===== src/rtl/stripe_pkg.sv =====
// Definitions shared by the byte striper and its lane registers (and by the un-striper):
// FSM encoding, default byte width and lane indices.
package stripe_pkg;

  typedef enum logic {
    SYNC   = 1'b0,
    ACTIVE = 1'b1
  } state_t;

  localparam int DEFAULT_DATA_W = 8;

  localparam int LANE0 = 0;
  localparam int LANE1 = 1;

endpackage


===== src/rtl/byte_striping_lane_reg.sv =====
// One output lane of the striper: registered byte, valid flag and a wrapping count of
// the valid bytes written to it.
module lane_reg
  import stripe_pkg::*;
#(
  parameter int DATA_W = DEFAULT_DATA_W,
  parameter int CNT_W  = 16
) (
  input  logic              i_clk,
  input  logic              i_rst,
  input  logic              i_wr_en,
  input  logic              i_valid,
  input  logic [DATA_W-1:0] i_data,
  output logic [DATA_W-1:0] o_data,
  output logic              o_valid,
  output logic [CNT_W-1:0]  o_cnt
);

  logic [DATA_W-1:0] r_data;
  logic              r_valid;
  logic [CNT_W-1:0]  r_cnt;

  // An invalid write slot clears the valid flag but never touches the held byte.
  always_ff @(posedge i_clk) begin
    if (i_rst) begin
      r_data  <= '0;
      r_valid <= 1'b0;
      r_cnt   <= '0;
    end else if (i_wr_en) begin
      r_valid <= i_valid;
      if (i_valid) begin
        r_data <= i_data;
        r_cnt  <= r_cnt + CNT_W'(1);
      end
    end
  end

  assign o_data  = r_data;
  assign o_valid = r_valid;
  assign o_cnt   = r_cnt;

endmodule


===== src/rtl/byte_striping.sv =====
// Splits a byte stream round-robin over two staggered lanes; an alignment FSM makes
// sure the first valid byte of every burst lands on lane_0.
module byte_striping
  import stripe_pkg::*;
#(
  parameter int DATA_W     = DEFAULT_DATA_W,
  parameter int IDLE_LIMIT = 4,
  parameter int CNT_W      = 16
) (
  input  logic              clk_2f,
  input  logic              reset,
  input  logic [DATA_W-1:0] data_in,
  input  logic              valid_in,
  output logic [DATA_W-1:0] lane_0,
  output logic [DATA_W-1:0] lane_1,
  output logic              valid_0,
  output logic              valid_1,
  output logic              aligned,
  output logic [CNT_W-1:0]  cnt_0,
  output logic [CNT_W-1:0]  cnt_1
);

  localparam int                IDLE_W   = $clog2(IDLE_LIMIT + 1);
  localparam logic [IDLE_W-1:0] IDLE_MAX = IDLE_W'(IDLE_LIMIT);

  function automatic logic [IDLE_W-1:0] idle_sat_inc(input logic [IDLE_W-1:0] v);
    return (v == IDLE_MAX) ? v : v + IDLE_W'(1);
  endfunction

  state_t            r_state, w_state_nxt;
  logic              r_sel, w_sel_nxt;
  logic [IDLE_W-1:0] r_idle, w_idle_nxt;
  logic [1:0]        w_wr_en;
  logic [1:0]        w_lane_vld;
  logic              w_exit;

  always_ff @(posedge clk_2f) begin
    if (reset) begin
      r_state <= SYNC;
      r_sel   <= 1'b0;
      r_idle  <= '0;
    end else begin
      r_state <= w_state_nxt;
      r_sel   <= w_sel_nxt;
      r_idle  <= w_idle_nxt;
    end
  end

  // Leaving ACTIVE only on a lane_0 slot keeps every burst fully paired.
  assign w_exit = (r_idle == IDLE_MAX) && !r_sel;

  always_comb begin
    w_state_nxt = r_state;
    w_sel_nxt   = r_sel;
    w_idle_nxt  = r_idle;
    w_wr_en     = 2'b00;
    w_lane_vld  = 2'b00;
    case (r_state)
      SYNC: begin
        w_wr_en[LANE0]    = 1'b1;
        w_wr_en[LANE1]    = 1'b1;
        w_lane_vld[LANE0] = valid_in;
        w_sel_nxt         = 1'b0;
        w_idle_nxt        = '0;
        if (valid_in) begin
          w_state_nxt = ACTIVE;
          w_sel_nxt   = 1'b1;
        end
      end
      ACTIVE: begin
        if (w_exit) begin
          w_state_nxt       = SYNC;
          w_sel_nxt         = 1'b0;
          w_idle_nxt        = '0;
          w_wr_en[LANE0]    = 1'b1;
          w_lane_vld[LANE0] = 1'b0;
        end else begin
          w_wr_en[r_sel]    = 1'b1;
          w_lane_vld[r_sel] = valid_in;
          w_sel_nxt         = ~r_sel;
          w_idle_nxt        = valid_in ? '0 : idle_sat_inc(r_idle);
        end
      end
    endcase
  end

  lane_reg #(
    .DATA_W (DATA_W),
    .CNT_W  (CNT_W)
  ) u_lane0 (
    .i_clk   (clk_2f),
    .i_rst   (reset),
    .i_wr_en (w_wr_en[LANE0]),
    .i_valid (w_lane_vld[LANE0]),
    .i_data  (data_in),
    .o_data  (lane_0),
    .o_valid (valid_0),
    .o_cnt   (cnt_0)
  );

  lane_reg #(
    .DATA_W (DATA_W),
    .CNT_W  (CNT_W)
  ) u_lane1 (
    .i_clk   (clk_2f),
    .i_rst   (reset),
    .i_wr_en (w_wr_en[LANE1]),
    .i_valid (w_lane_vld[LANE1]),
    .i_data  (data_in),
    .o_data  (lane_1),
    .o_valid (valid_1),
    .o_cnt   (cnt_1)
  );

  // The state flop doubles as the alignment flag.
  assign aligned = (r_state == ACTIVE);

endmodule


===== config.mk =====
export PLATFORM = sky130hd
export DESIGN_NAME = byte_striping
export DESIGN_NICKNAME = d
export VERILOG_FILES = /design/src/rtl/stripe_pkg.sv /design/src/rtl/byte_striping_lane_reg.sv /design/src/rtl/byte_striping.sv
export SDC_FILE = /design/constraint.sdc
export NUM_CORES = 1
export LEC_CHECK = 0
export ABC_AREA = 1
export ABC_CLOCK_PERIOD_IN_PS = 2500
export CAP_MARGIN = 25
export CORE_MARGIN = 2
export CORE_UTILIZATION = 40
export CTS_CLUSTER_SIZE = 12
export DETAILED_ROUTE_END_ITERATION = 12
export GPL_TIMING_DRIVEN = 0
export HOLD_SLACK_MARGIN = 0.15
export PLACE_DENSITY = 0.76
export SETUP_SLACK_MARGIN = 0.5
export SLEW_MARGIN = 20
export SYNTH_ARGS = -nofsm -noshare
export SYNTH_HDL_FRONTEND = slang
export SYNTH_SLANG_ARGS = --single-unit

===== constraint.sdc =====
create_clock -name clk_2f -period 2.5 [get_ports clk_2f]
set_clock_uncertainty 0.15 [all_clocks]
set_input_delay 0.5 -clock clk_2f [delete_from_list [all_inputs] [get_ports clk_2f]]
set_output_delay 0.5 -clock clk_2f [all_outputs]
set_load 0.005 [all_outputs]

==> results.toml <==
[status]
status = "finished clean"

[sta]
setup_ws_ns = 0.555
rsz0062_at_grt = "false"
max_slew_margin_pct = 66.2
min_period_over_period_pct = 77.8
setup_viol = 0
finalMaxSlewViolations = 0
fin_crit_ns = 1.94
finalHoldViolations = 0
fmax_mhz = 514
tightest_slew_ns = 0.507
fin_setup_tns_ns = 0

[clocking]
cts_tree = "done"
post-cts-setup-buffers = 0
clock-sinks = 55
cts.clk_slew.worst_paths_ns = 0.10
cts_buffers = 5
cts.path.max_buffers = 2
root_buffer = "clkbuf_8"
clk_latency_ns = 0.30
cts-htree-levels = 2
ctsHoldBuffers = 0

[synth]
synth_nets = 380
syn_area_per_cell_um2 = 6.88
synth-seq-cells = 55
synth_area_leaders = "dfxtp_1 (44%), nand2_1 (12%), nor2_1 (9.0%)"
post-synth-top-area-cell = "dfxtp_1"
yosysWarnings = 0
syn_area_um2 = 2510
yosysSeqAreaShare_pct = 43.8
synth_top_area_share_pct = 43.8
syn_inst = 365
synth.distinct_cells = 28

[finish]
register_area_um2 = 1100
fill_cells = 578
final_core_util_pct = 55.8
synthToLayoutAreaGrowth_pct = 33.0
nNetsFinal = 448
drive_above_1_share_pct = 5.99
n_antenna_cell = 0
layout_common_cells = "nand2_1 (80), clkdlybuf4s50_1 (61), nor2_1 (60)"
multi_input_area_um2 = 1170
final_common_cell = "nand2_1"

[global_route]
grt_start_max_net_pins = 17
overflow = 0
grt_antenna_before_repair = 0
grt_pass1_vias = 2248
grt.total_usage_pct = 17.4
grt_pass1_wl_mm = 10.2

[worst_setup_path]
path_cells = "clkdlybuf4s50_1"
slowest_delay_ns = 0.54
cp_num_buf_inv = 1
cpMaxStageDelayCell = "clkdlybuf4s50_1"
path_class = "flop to primary output"
critPathArrivalTime_ns = 1.29
critPathTopFamily = "buffers and inverters"
startpoint_type = "flop"
cp_max_fo = 7
critPathRequiredTime_ns = 1.85
endpoint_kind = "primary output"

[die]
die_h_um = 83.2
start_util_pct = 41.9
pin_count = 62
dieArea_um2 = 6930
die_x_um = 83.2
fp-row-count = 28
core_area_um2 = 5990

[power]
p_leak_uw = 0.00126
p_per_area_nw_per_um2 = 509
vdd_ir_drop_max_mv = 0.282
total_power_uw = 1700

[route]
detail-route-antenna-nets = 0
drtIter0Drc = 113
drcViolationCount = 0
vias = 2457
firstDrtPassIters = 6
routed_wl_mm = 6.08
avgRoutedWirePerCell_um = 11.9
vias_per_cell = 4.83

[min_path]
hold_path_class = "flop to flop"

[placement]
hpwlAfterDp_mm = 4.57
gp_congestion = 0.844
portBuffers = 61
place_ws_ns = 0.262

[job]
maxCapViolCount = 0
-- power breakdown --
group          total, µW  switching (µW)  internal (µW)  leakage (µW)
sequential           922            20.4            902      0.000447
combinational        169            85.5           83.4      0.000754
clock                610             286            325     0.0000612
-- through the flow --
| stage | instances | hold slack, ns | instance area, µm² |
|---|---|---|---|
| after floorplan | 365 | 0.297 | 2510 |
| after global placement | 501 | 0.300 | 3220 |
| after detailed placement | 501 | 0.305 | 3220 |
| after CTS | 509 | 0.319 | 3330 |
| after global routing | 509 | 0.340 | 3340 |
| final | 509 | 0.316 | 3340 |
-- repair_timing --
| action | 4_1_cts | 5_1_grt |
|---|---|---|
| resized for setup | 1 | 3 |
| setup endpoints to repair | 1 | 13 |
| hold endpoints to repair | 0 | 0 |
| cloned | 0 | 0 |
-- logic make-up after synthesis --
| kind of cell | synth area share (%) |
|---|---|
| AO/OA/AOI/OAI | 11.6 |
| XOR/XNOR | 1.05 |
| adder cells (fa/ha/maj) | 1.99 |
| buffers and inverters | 9.57 |
| flip-flops | 43.8 |
| AND/OR/NAND/NOR | 31.9 |
-- cells in the mapped netlist --
master / number
and2_1: 1
clkbuf_1: 6
buf_1: 1
ha_1: 4
nor3b_1: 1
buf_4: 2
nand2_1: 80
and3_1: 2
inv_2: 1
o21bai_1: 1
inv_1: 49
o21a_1: 1
nor3_1: 6
o21ai_0: 25
nor2_4: 3
nor2_2: 4
xnor2_1: 1
a21oi_1: 29
nand3b_1: 1
nand3_1: 20
nand2_2: 4
dfxtp_1: 55
nor2_1: 60
a31oi_1: 1
nand4_1: 3
buf_6: 1
nand3_2: 1
xor2_1: 2
-- state kept, by name, summed over array words and instances, names as in the netlist --
name             flops
u_lane0.o_cnt       16
u_lane1.o_cnt       16
u_lane0.o_data       8
u_lane1.o_data       8
r_idle               3
aligned              1
r_sel                1
u_lane0.o_valid      1
u_lane1.o_valid      1
-- metal layers --
layer  track usage (%)  routed length, µm  vias to the layer above
met4              4.02                 40                        0
met2              28.8               2840                       47
li1                  -                  -                     1279
met3              3.28                202                        4
met5                 0                  0                        -
met1              23.3               2990                     1127
-- layout make-up --
type | count | share of cell area (%)
Buffer | 10 | 1.61
Clock buffer | 6 | 2.47
Clock inverter | 2 | 1.05
Inverter | 50 | 5.62
Multi-Input combinational cell | 250 | 35.2
Sequential cell | 55 | 33.0
Tap cell | 75 | 2.81
Timing Repair Buffer | 61 | 18.3
-- final timing paths --
path / startpoint / to / cells past startpoint / slack, ns
setup / recovery: u_lane1.o_cnt[2] / cnt_1[2] / 1 / 0.56
hold reg to reg: u_lane1.o_cnt[12] / u_lane1.o_cnt[12] / 2 / 0.32
hold / removal: u_lane1.o_cnt[12] / u_lane1.o_cnt[12] / 2 / 0.32
setup reg to reg: r_idle[0] / u_lane0.o_cnt[15] / 10 / 0.69
Note: power is estimated with default switching activity, not from simulation.
